--- src/rtl/xadc_drp_arbiter.sv ---
// Round-robin arbiter sharing one XADC DRP port among NUM_REQ requesters, one DEN in flight.
// Optional: define XADC_DRP_TIMEOUT_EN to abort a stalled WAIT with rsp_err after TIMEOUT_CYCLES.
module xadc_drp_arbiter #(
   parameter int NUM_REQ        = 2,
   parameter int TIMEOUT_CYCLES = 255
) (
   input  logic                    clk,
   input  logic                    rst_n,
   input  logic [NUM_REQ-1:0]      req_valid,
   input  logic [NUM_REQ-1:0]      req_we,
   input  logic [7*NUM_REQ-1:0]    req_addr,
   input  logic [16*NUM_REQ-1:0]   req_di,
   output logic [NUM_REQ-1:0]      req_ready,
   output logic [NUM_REQ-1:0]      rsp_valid,
   output logic [15:0]             rsp_data,
   output logic                    rsp_err,
   output logic                    drp_den,
   output logic                    drp_dwe,
   output logic [6:0]              drp_daddr,
   output logic [15:0]             drp_di,
   input  logic [15:0]             drp_do,
   input  logic                    drp_drdy
);
   localparam int GW = (NUM_REQ > 1) ? $clog2(NUM_REQ) : 1;

   typedef enum logic {IDLE = 1'b0, WAIT = 1'b1} state_t;

   state_t             state_reg;
   logic [GW-1:0]      last_grant_reg;
   logic [GW-1:0]      grant_reg;

   logic [6:0]         addr_slice [NUM_REQ];
   logic [15:0]        di_slice   [NUM_REQ];
   logic [NUM_REQ-1:0] rot_req;
   logic [GW:0]        shamt;
   logic [GW:0]        pick_sum;
   logic [GW-1:0]      pick_off;
   logic [GW-1:0]      pick;

   generate
      if (NUM_REQ < 2 || NUM_REQ > 4 || TIMEOUT_CYCLES < 1) begin : g_param_check
         $error("xadc_drp_arbiter: parameter out of range");
      end
      for (genvar gi = 0; gi < NUM_REQ; gi++) begin : g_slice
         assign addr_slice[gi] = req_addr[7*gi +: 7];
         assign di_slice[gi]   = req_di[16*gi +: 16];
      end
   endgenerate

   // Rotate the request vector so bit 0 is the requester after last_grant;
   // the lowest set bit of the rotated vector is the winner's offset.
   always_comb begin
      shamt    = {1'b0, last_grant_reg} + (GW+1)'(1);
      rot_req  = NUM_REQ'({req_valid, req_valid} >> shamt);
      pick_off = '0;
      for (int j = NUM_REQ - 1; j >= 0; j--) begin
         if (rot_req[j]) pick_off = GW'(j);
      end
      pick_sum = shamt + {1'b0, pick_off};
      if (pick_sum >= (GW+1)'(NUM_REQ)) pick_sum = pick_sum - (GW+1)'(NUM_REQ);
      pick = pick_sum[GW-1:0];
   end

`ifdef XADC_DRP_TIMEOUT_EN
   localparam int CW = ($clog2(TIMEOUT_CYCLES + 1) > 8) ? $clog2(TIMEOUT_CYCLES + 1) : 8;
   logic [CW-1:0] wait_cnt_reg;
   logic          rsp_err_reg;
   assign rsp_err = rsp_err_reg;
`else
   assign rsp_err = 1'b0;
`endif

   always_ff @(posedge clk or negedge rst_n) begin
      if (!rst_n) begin
         state_reg      <= IDLE;
         last_grant_reg <= GW'(NUM_REQ - 1);
         grant_reg      <= '0;
         req_ready      <= '0;
         rsp_valid      <= '0;
         rsp_data       <= '0;
         drp_den        <= 1'b0;
         drp_dwe        <= 1'b0;
         drp_daddr      <= '0;
         drp_di         <= '0;
`ifdef XADC_DRP_TIMEOUT_EN
         wait_cnt_reg   <= '0;
         rsp_err_reg    <= 1'b0;
`endif
      end else begin
         // Strobes default low; drp_daddr/drp_di/rsp_data hold between updates.
         req_ready <= '0;
         rsp_valid <= '0;
         drp_den   <= 1'b0;
         drp_dwe   <= 1'b0;
`ifdef XADC_DRP_TIMEOUT_EN
         rsp_err_reg <= 1'b0;
`endif
         case (state_reg)
            IDLE: begin
               if (|req_valid) begin
                  grant_reg <= pick;
                  req_ready <= NUM_REQ'(1) << pick;
                  drp_den   <= 1'b1;
                  drp_dwe   <= req_we[pick];
                  drp_daddr <= addr_slice[pick];
                  drp_di    <= di_slice[pick];
                  state_reg <= WAIT;
`ifdef XADC_DRP_TIMEOUT_EN
                  wait_cnt_reg <= '0;
`endif
               end
            end
            WAIT: begin
               if (drp_drdy) begin
                  rsp_valid      <= NUM_REQ'(1) << grant_reg;
                  rsp_data       <= drp_do;
                  last_grant_reg <= grant_reg;
                  state_reg      <= IDLE;
               end
`ifdef XADC_DRP_TIMEOUT_EN
               else if (wait_cnt_reg == CW'(TIMEOUT_CYCLES - 1)) begin
                  rsp_valid      <= NUM_REQ'(1) << grant_reg;
                  rsp_data       <= '0;
                  rsp_err_reg    <= 1'b1;
                  last_grant_reg <= grant_reg;
                  state_reg      <= IDLE;
               end else begin
                  wait_cnt_reg <= wait_cnt_reg + CW'(1);
               end
`endif
            end
            default: state_reg <= IDLE;
         endcase
      end
   end
endmodule

--- config.mk ---
export PLATFORM = sky130hd
export DESIGN_NAME = xadc_drp_arbiter
export DESIGN_NICKNAME = d
export VERILOG_FILES = /design/src/rtl/xadc_drp_arbiter.sv
export SDC_FILE = /design/constraint.sdc
export NUM_CORES = 1
export LEC_CHECK = 0
export BUFFER_PORTS_ARGS = -buffer_cell sky130_fd_sc_hd__buf_2
export CORE_UTILIZATION = 43
export DETAILED_ROUTE_END_ITERATION = 12
export HOLD_SLACK_MARGIN = 0.05
export PLACE_DENSITY_LB_ADDON = 0.05
export RECOVER_POWER = 25
export SLEW_MARGIN = 20
export SYNTH_ARGS = -nofsm -noshare
export SYNTH_HDL_FRONTEND = slang
export SYNTH_SLANG_ARGS = --single-unit
--- constraint.sdc ---
create_clock -name clk -period 1.8 [get_ports clk]
set_clock_uncertainty 0.05 [all_clocks]
set_input_delay 0 -clock clk [delete_from_list [all_inputs] [get_ports clk]]
set_output_delay 0 -clock clk [all_outputs]
set_load 0.1 [all_outputs]
After elaboration in Yosys (flattened, before gate mapping)
Index checks and enable logic that the tools add are counted.
{ "totals": {"ff_bits": 48, "input_bits": 69, "elab_cells": 45} }
{ "classes": {"n_addsub": 3, "order_cmp": 3, "shift": 3, "n_mux": 21, "n_bitwise": 2, "n_reduce_logical": 3} }
{ "op_table": {"columns": ["op", "n"], "rows": [
  ["16-bit two-way mux", 3],
  ["7-bit two-way mux", 3],
  ["1-bit two-way mux", 10],
  ["2-bit two-way mux", 4],
  ["2-bit greater-or-equal comparator (second input constant)", 2],
  ["2-bit AND reduction", 2],
  ["1-bit by 1-bit left shift with 2-bit output (first input constant)", 2],
  ["4-bit by 2-bit right shift with 2-bit output", 1],
  ["1-bit by 1-bit adder with 2-bit output (second input constant)", 1],
  ["2-bit by 1-bit adder with 2-bit output", 1],
  ["1-bit by 2-bit less-than comparator with 1-bit output (second input constant)", 1],
  ["1-bit NOT with 2-bit output", 1],
  ["1-bit case mux with 2 select lines", 1],
  ["2-bit OR reduction", 1],
  ["1-bit NOT", 1],
  ["1-bit subtractor (second input constant)", 1]
]} }

Longest topological paths before layout
{ "depth": {"word_depth": 11, "ltp_mapped": 5, "depth_no_buf": 3} }

Worst setup path after synthesis
No wires, ideal clock.
{ "synth_path": {"path_kind": "register to register", "start": "reg last_grant_reg", "end": "reg drp_daddr[1]", "setup_ns": 0.126, "arrival_time_ns": 1.250, "required_ns": 1.624, "slack_ns": 0.374, "path_stages_with_launch": 6, "n_path_buf": 2, "period_less_slack_ns": 1.426, "cell_sequence": "dfstp_2 nand2_2 and3b_1 buf_6 buf_6 a221o_1"} }
{ "synth_between": {"elab_chain_len": 11, "word_cells_on_any_way": 12, "cone_classes": "add/sub: 3; order compare: 1; shift: 1; mux: 6; bitwise: 1"} }
{ "synth_rtl": {"columns": ["element", "line", "text"], "rows": [
  ["from (decl)", "29", "logic [GW-1:0] last_grant_reg;"],
  ["from (signal assigned)", "76", "last_grant_reg <= GW'(NUM_REQ - 1);"],
  ["from (signal assigned)", "117", "last_grant_reg <= grant_reg;"],
  ["1-bit by 1-bit adder with 2-bit output *", "53", "shamt = {1'b0, last_grant_reg} + (GW+1)'(1);"],
  ["4-bit by 2-bit right shift with 2-bit output", "54", "rot_req = NUM_REQ'({req_valid, req_valid} >> shamt);"],
  ["1-bit two-way mux (2 in a row)", "57", "if (rot_req[j]) pick_off = GW'(j);"],
  ["2-bit by 1-bit adder with 2-bit output *", "59", "pick_sum = shamt + {1'b0, pick_off};"],
  ["2-bit greater-or-equal comparator or 1-bit subtractor (tied branches)", "60", "if (pick_sum >= (GW+1)'(NUM_REQ)) pick_sum = pick_sum - (GW+1)'(NUM_REQ);"],
  ["1-bit two-way mux *", "60", null],
  ["1-bit NOT with 2-bit output (implied by the code) *", "105", "drp_daddr <= addr_slice[pick];"],
  ["7-bit two-way mux (implied by the code) * (3 in a row)", "105", null],
  ["to (signal assigned)", "105", null],
  ["to (decl)", "19", "output logic [6:0] drp_daddr,"]
]} }
Every way passes the cells marked *; elsewhere a longest branch is shown, timed or not. The select of a mux whose other input is x is not followed.
A chain may end at the register's enable or synchronous reset.

Worst setup path in the final report
{ "layout_path": {"start": "reg last_grant_reg", "end": "reg drp_dwe"} }
{ "layout_between": {"elab_chain_len": 11, "word_cells_on_any_way": 12, "cone_classes": "add/sub: 3; order compare: 1; shift: 1; mux: 7"} }
{ "layout_rtl": {"columns": ["element", "line", "text"], "rows": [
  ["1-bit by 1-bit adder with 2-bit output *", "53", null],
  ["4-bit by 2-bit right shift with 2-bit output", "54", null],
  ["1-bit two-way mux (2 in a row)", "57", null],
  ["2-bit by 1-bit adder with 2-bit output *", "59", null],
  ["2-bit greater-or-equal comparator or 1-bit subtractor (tied branches)", "60", null],
  ["1-bit two-way mux *", "60", null],
  ["1-bit two-way mux (implied by the code) * (2 in a row)", "104", "drp_dwe <= req_we[pick];"],
  ["1-bit two-way mux *", "100", "if (|req_valid) begin"],
  ["1-bit two-way mux *", "98", "case (state_reg)"],
  ["to (signal assigned)", "104", null],
  ["to (decl)", "18", "output logic drp_dwe,"]
]} }
Marked as above.

==> flow_summary.json <==
{
  "fmaxAchievable_mhz": 584,
  "grt_max_degree": 26,
  "setup_violations": 0,
  "holdWs_ns": 0.0664,
  "start_kind": "flip-flop",
  "setup_tns_ns": 0,
  "yosys.area.top_type": "dfrtp_1",
  "cp.required_ns": 1.96,
  "syn_avg_cell_area_um2": 14.5,
  "crit_end": "drp_dwe",
  "critPathMaxStageDelay_ns": 0.56,
  "syn2layout_area_growth_pct": 71.1,
  "final_cell_mix": "112 x buf_2, 69 x dlygate4sd3_1, 47 x dfrtp_1, 23 x and2_1, 23 x a221o_1",
  "endpoint_kind": "flip-flop",
  "drt-initial-drc-count": 113,
  "cts_buffers": 5,
  "maxCapViolCount": 0,
  "regToRegSetupSlack_ns": 0.09,
  "power_density_nw_per_um2": 1340,
  "synth_top_area_share_pct": 60.2,
  "layout.nets": 387,
  "drt_pass1_iterations": 4,
  "num_vias": 1850,
  "worstMarginPinSlew_ns": 1.36,
  "fin_crit_ns": 1.71,
  "rsz0062_at_grt": "false",
  "grt_pass1_wl_mm": 9.16,
  "grt_overflow": 0,
  "fin_crit_sh_pct": 95.2,
  "drtAntennaViolNets": 0,
  "clk_pin_slew_ns": 0.08,
  "grt_pass1_vias": 1925,
  "io_buffers": 113,
  "critPathLaunch": "last_grant_reg",
  "dp_hpwl_mm": 3.07,
  "wl_per_cell_um": 15.0,
  "root_buffer": "clkbuf_8",
  "post_cts_buffers": 0,
  "grt_util_all_layers_pct": 24.2,
  "cts-htree-levels": 2,
  "cts.sinks": 48,
  "gp_congestion": 0.811,
  "path_cells": "and2b_1 -> nand3b_1 -> dlygate4sd3_1 -> a21oi_1",
  "cp_slowest_cell": "dlygate4sd3_1",
  "antenna_cells": 0,
  "yosys_warnings": 0,
  "r2r-end": "drp_dwe",
  "drv_slew": 0,
  "grt_antenna_before_repair": 0,
  "initial_core_util_pct": 44.9,
  "path_class": "reg -> reg",
  "yosysSeqAreaShare_pct": 61.5,
  "p_total_uw": 4470,
  "std_cell_rows": 24,
  "core_region_area_um2": 4350,
  "wl_mm": 5.55,
  "cts_tree": "done",
  "clockBufferDepth": 2,
  "die_h_um": 69.4,
  "p_leak_uw": 0.00167,
  "final_cells": 370,
  "ir_drop_mv": 0.737,
  "hp-class": "in -> reg",
  "synth_area_leaders": "dfrtp_1 60%, a221o_1 12%, mux2_2 9.2%, and2_1 7.4%, dfstp_2 1.3%",
  "reg_top3": "drp_di x16, rsp_data x16, drp_daddr x7",
  "syn_inst": 135,
  "io_pins": 115,
  "vias_per_cell": 5.00,
  "worstSkewPairLatency_ns": 0.29,
  "die_x_um": 69.4,
  "layout-drive-gt1-share_pct": 44.7,
  "ys_ff_latch": 48,
  "placedCellCount": 294,
  "slew_headroom_pct": 9.56,
  "syn-num-nets": 204,
  "r2r-start": "last_grant_reg",
  "final_common_cell": "buf_2",
  "rr_worst_depth": 4,
  "status": "complete, no violations",
  "synth_cell_type_count": 24,
  "syn_area_um2": 1950,
  "hold_viol": 0,
  "crit_fanout": 3,
  "drc": 0,
  "worst_ep_arrival_time_ns": 1.88,
  "dieArea_um2": 4820
}
-- through the flow --
step           setup slack [ns]  util (%)  instance area [um2]
2_1_floorplan             0.374         -                 1950
3_3_place_gp              0.330      59.1                 2570
5_1_grt                  0.0419      76.8                 3340
6_report                 0.0865      76.8                 3340
3_5_place_dp              0.293      59.1                 2570
4_1_cts                  0.0563      76.7                 3340
-- worst max-delay path: cells and delay by family (launching register included) --
kind / cells / cell delay [ns]
flops: 1 / 0.55
buf+inv: 1 / 0.56
compound gates: 1 / 0.12
simple gates: 2 / 0.37
-- area by class of cell --
class,count,area (um2)
clock inverter,1,5.00
multi-input combinational,77,681
tap,52,65.1
clock buffer,6,72.6
sequential,48,1200
inverter,1,3.75
timing repair buffer,185,1320
fill,287,1010
-- timing repair --
| item | 4_1_cts | 5_1_grt |
|---|---|---|
| hold buffers | 69 | 0 |
| resized for setup | 0 | 1 |
| endpoints found under the setup margin | 0 | 1 |
| hold endpoints to repair | 66 | 0 |
-- per-layer routing --
| metal | GRT usage (%) | vias up | share of wire [%] |
|---|---|---|---|
| met5 | 0 | - | 0 |
| met4 | 8.39 | 0 | 2.1 |
| met3 | 6.69 | 13 | 7.5 |
| met2 | 42.0 | 93 | 52 |
| met1 | 28.7 | 887 | 39 |
| li1 | - | 857 | - |
-- synthesized netlist by cell type (all sizes together) --
library cell / number
o21bai: 1
dfstp: 1
clkbuf: 2
and2b: 1
mux2: 16
buf: 7
and3: 1
o31a: 1
nor3b: 1
and2: 23
a21o: 2
conb: 1
nor2: 1
inv: 1
a21oi: 1
dfrtp: 47
nand3b: 1
nand2: 2
and3b: 1
a221o: 23
nand3: 1
-- cells by family (layout without fill, tap and decap cells) --
| logic type | Yosys count | in the layout | share of synthesized area (%) |
|---|---|---|---|
| AO/OA/AOI/OAI | 28 | 28 | 14.2 |
| other | 1 | 1 | 0.192 |
| AND/OR/NAND/NOR | 32 | 32 | 10.9 |
| multiplexers | 16 | 16 | 9.22 |
| flip-flops | 48 | 48 | 61.5 |
| buffers and inverters | 10 | 193 | 3.90 |
-- how the worst min path moves through the flow --
stage                     slack (ns)      endpoint  cells after the start          from
final                           0.07       drp_dwe                      4  req_valid[0]
after global routing            0.09       drp_dwe                      4  req_valid[0]
after CTS                       0.06       drp_dwe                      4  req_valid[0]
after detailed placement       -0.02       drp_den                      1         rst_n
after global placement         -0.03    drp_di[10]                      1         rst_n
after floorplan                -0.35  drp_daddr[0]                      0         rst_n
-- power by group --
part	internal (uW)	switching [uW]	total, uW
clock network	264	319	584
logic	542	1930	2470
registers	1310	110	1420
(Power assumes the default switching activity.)
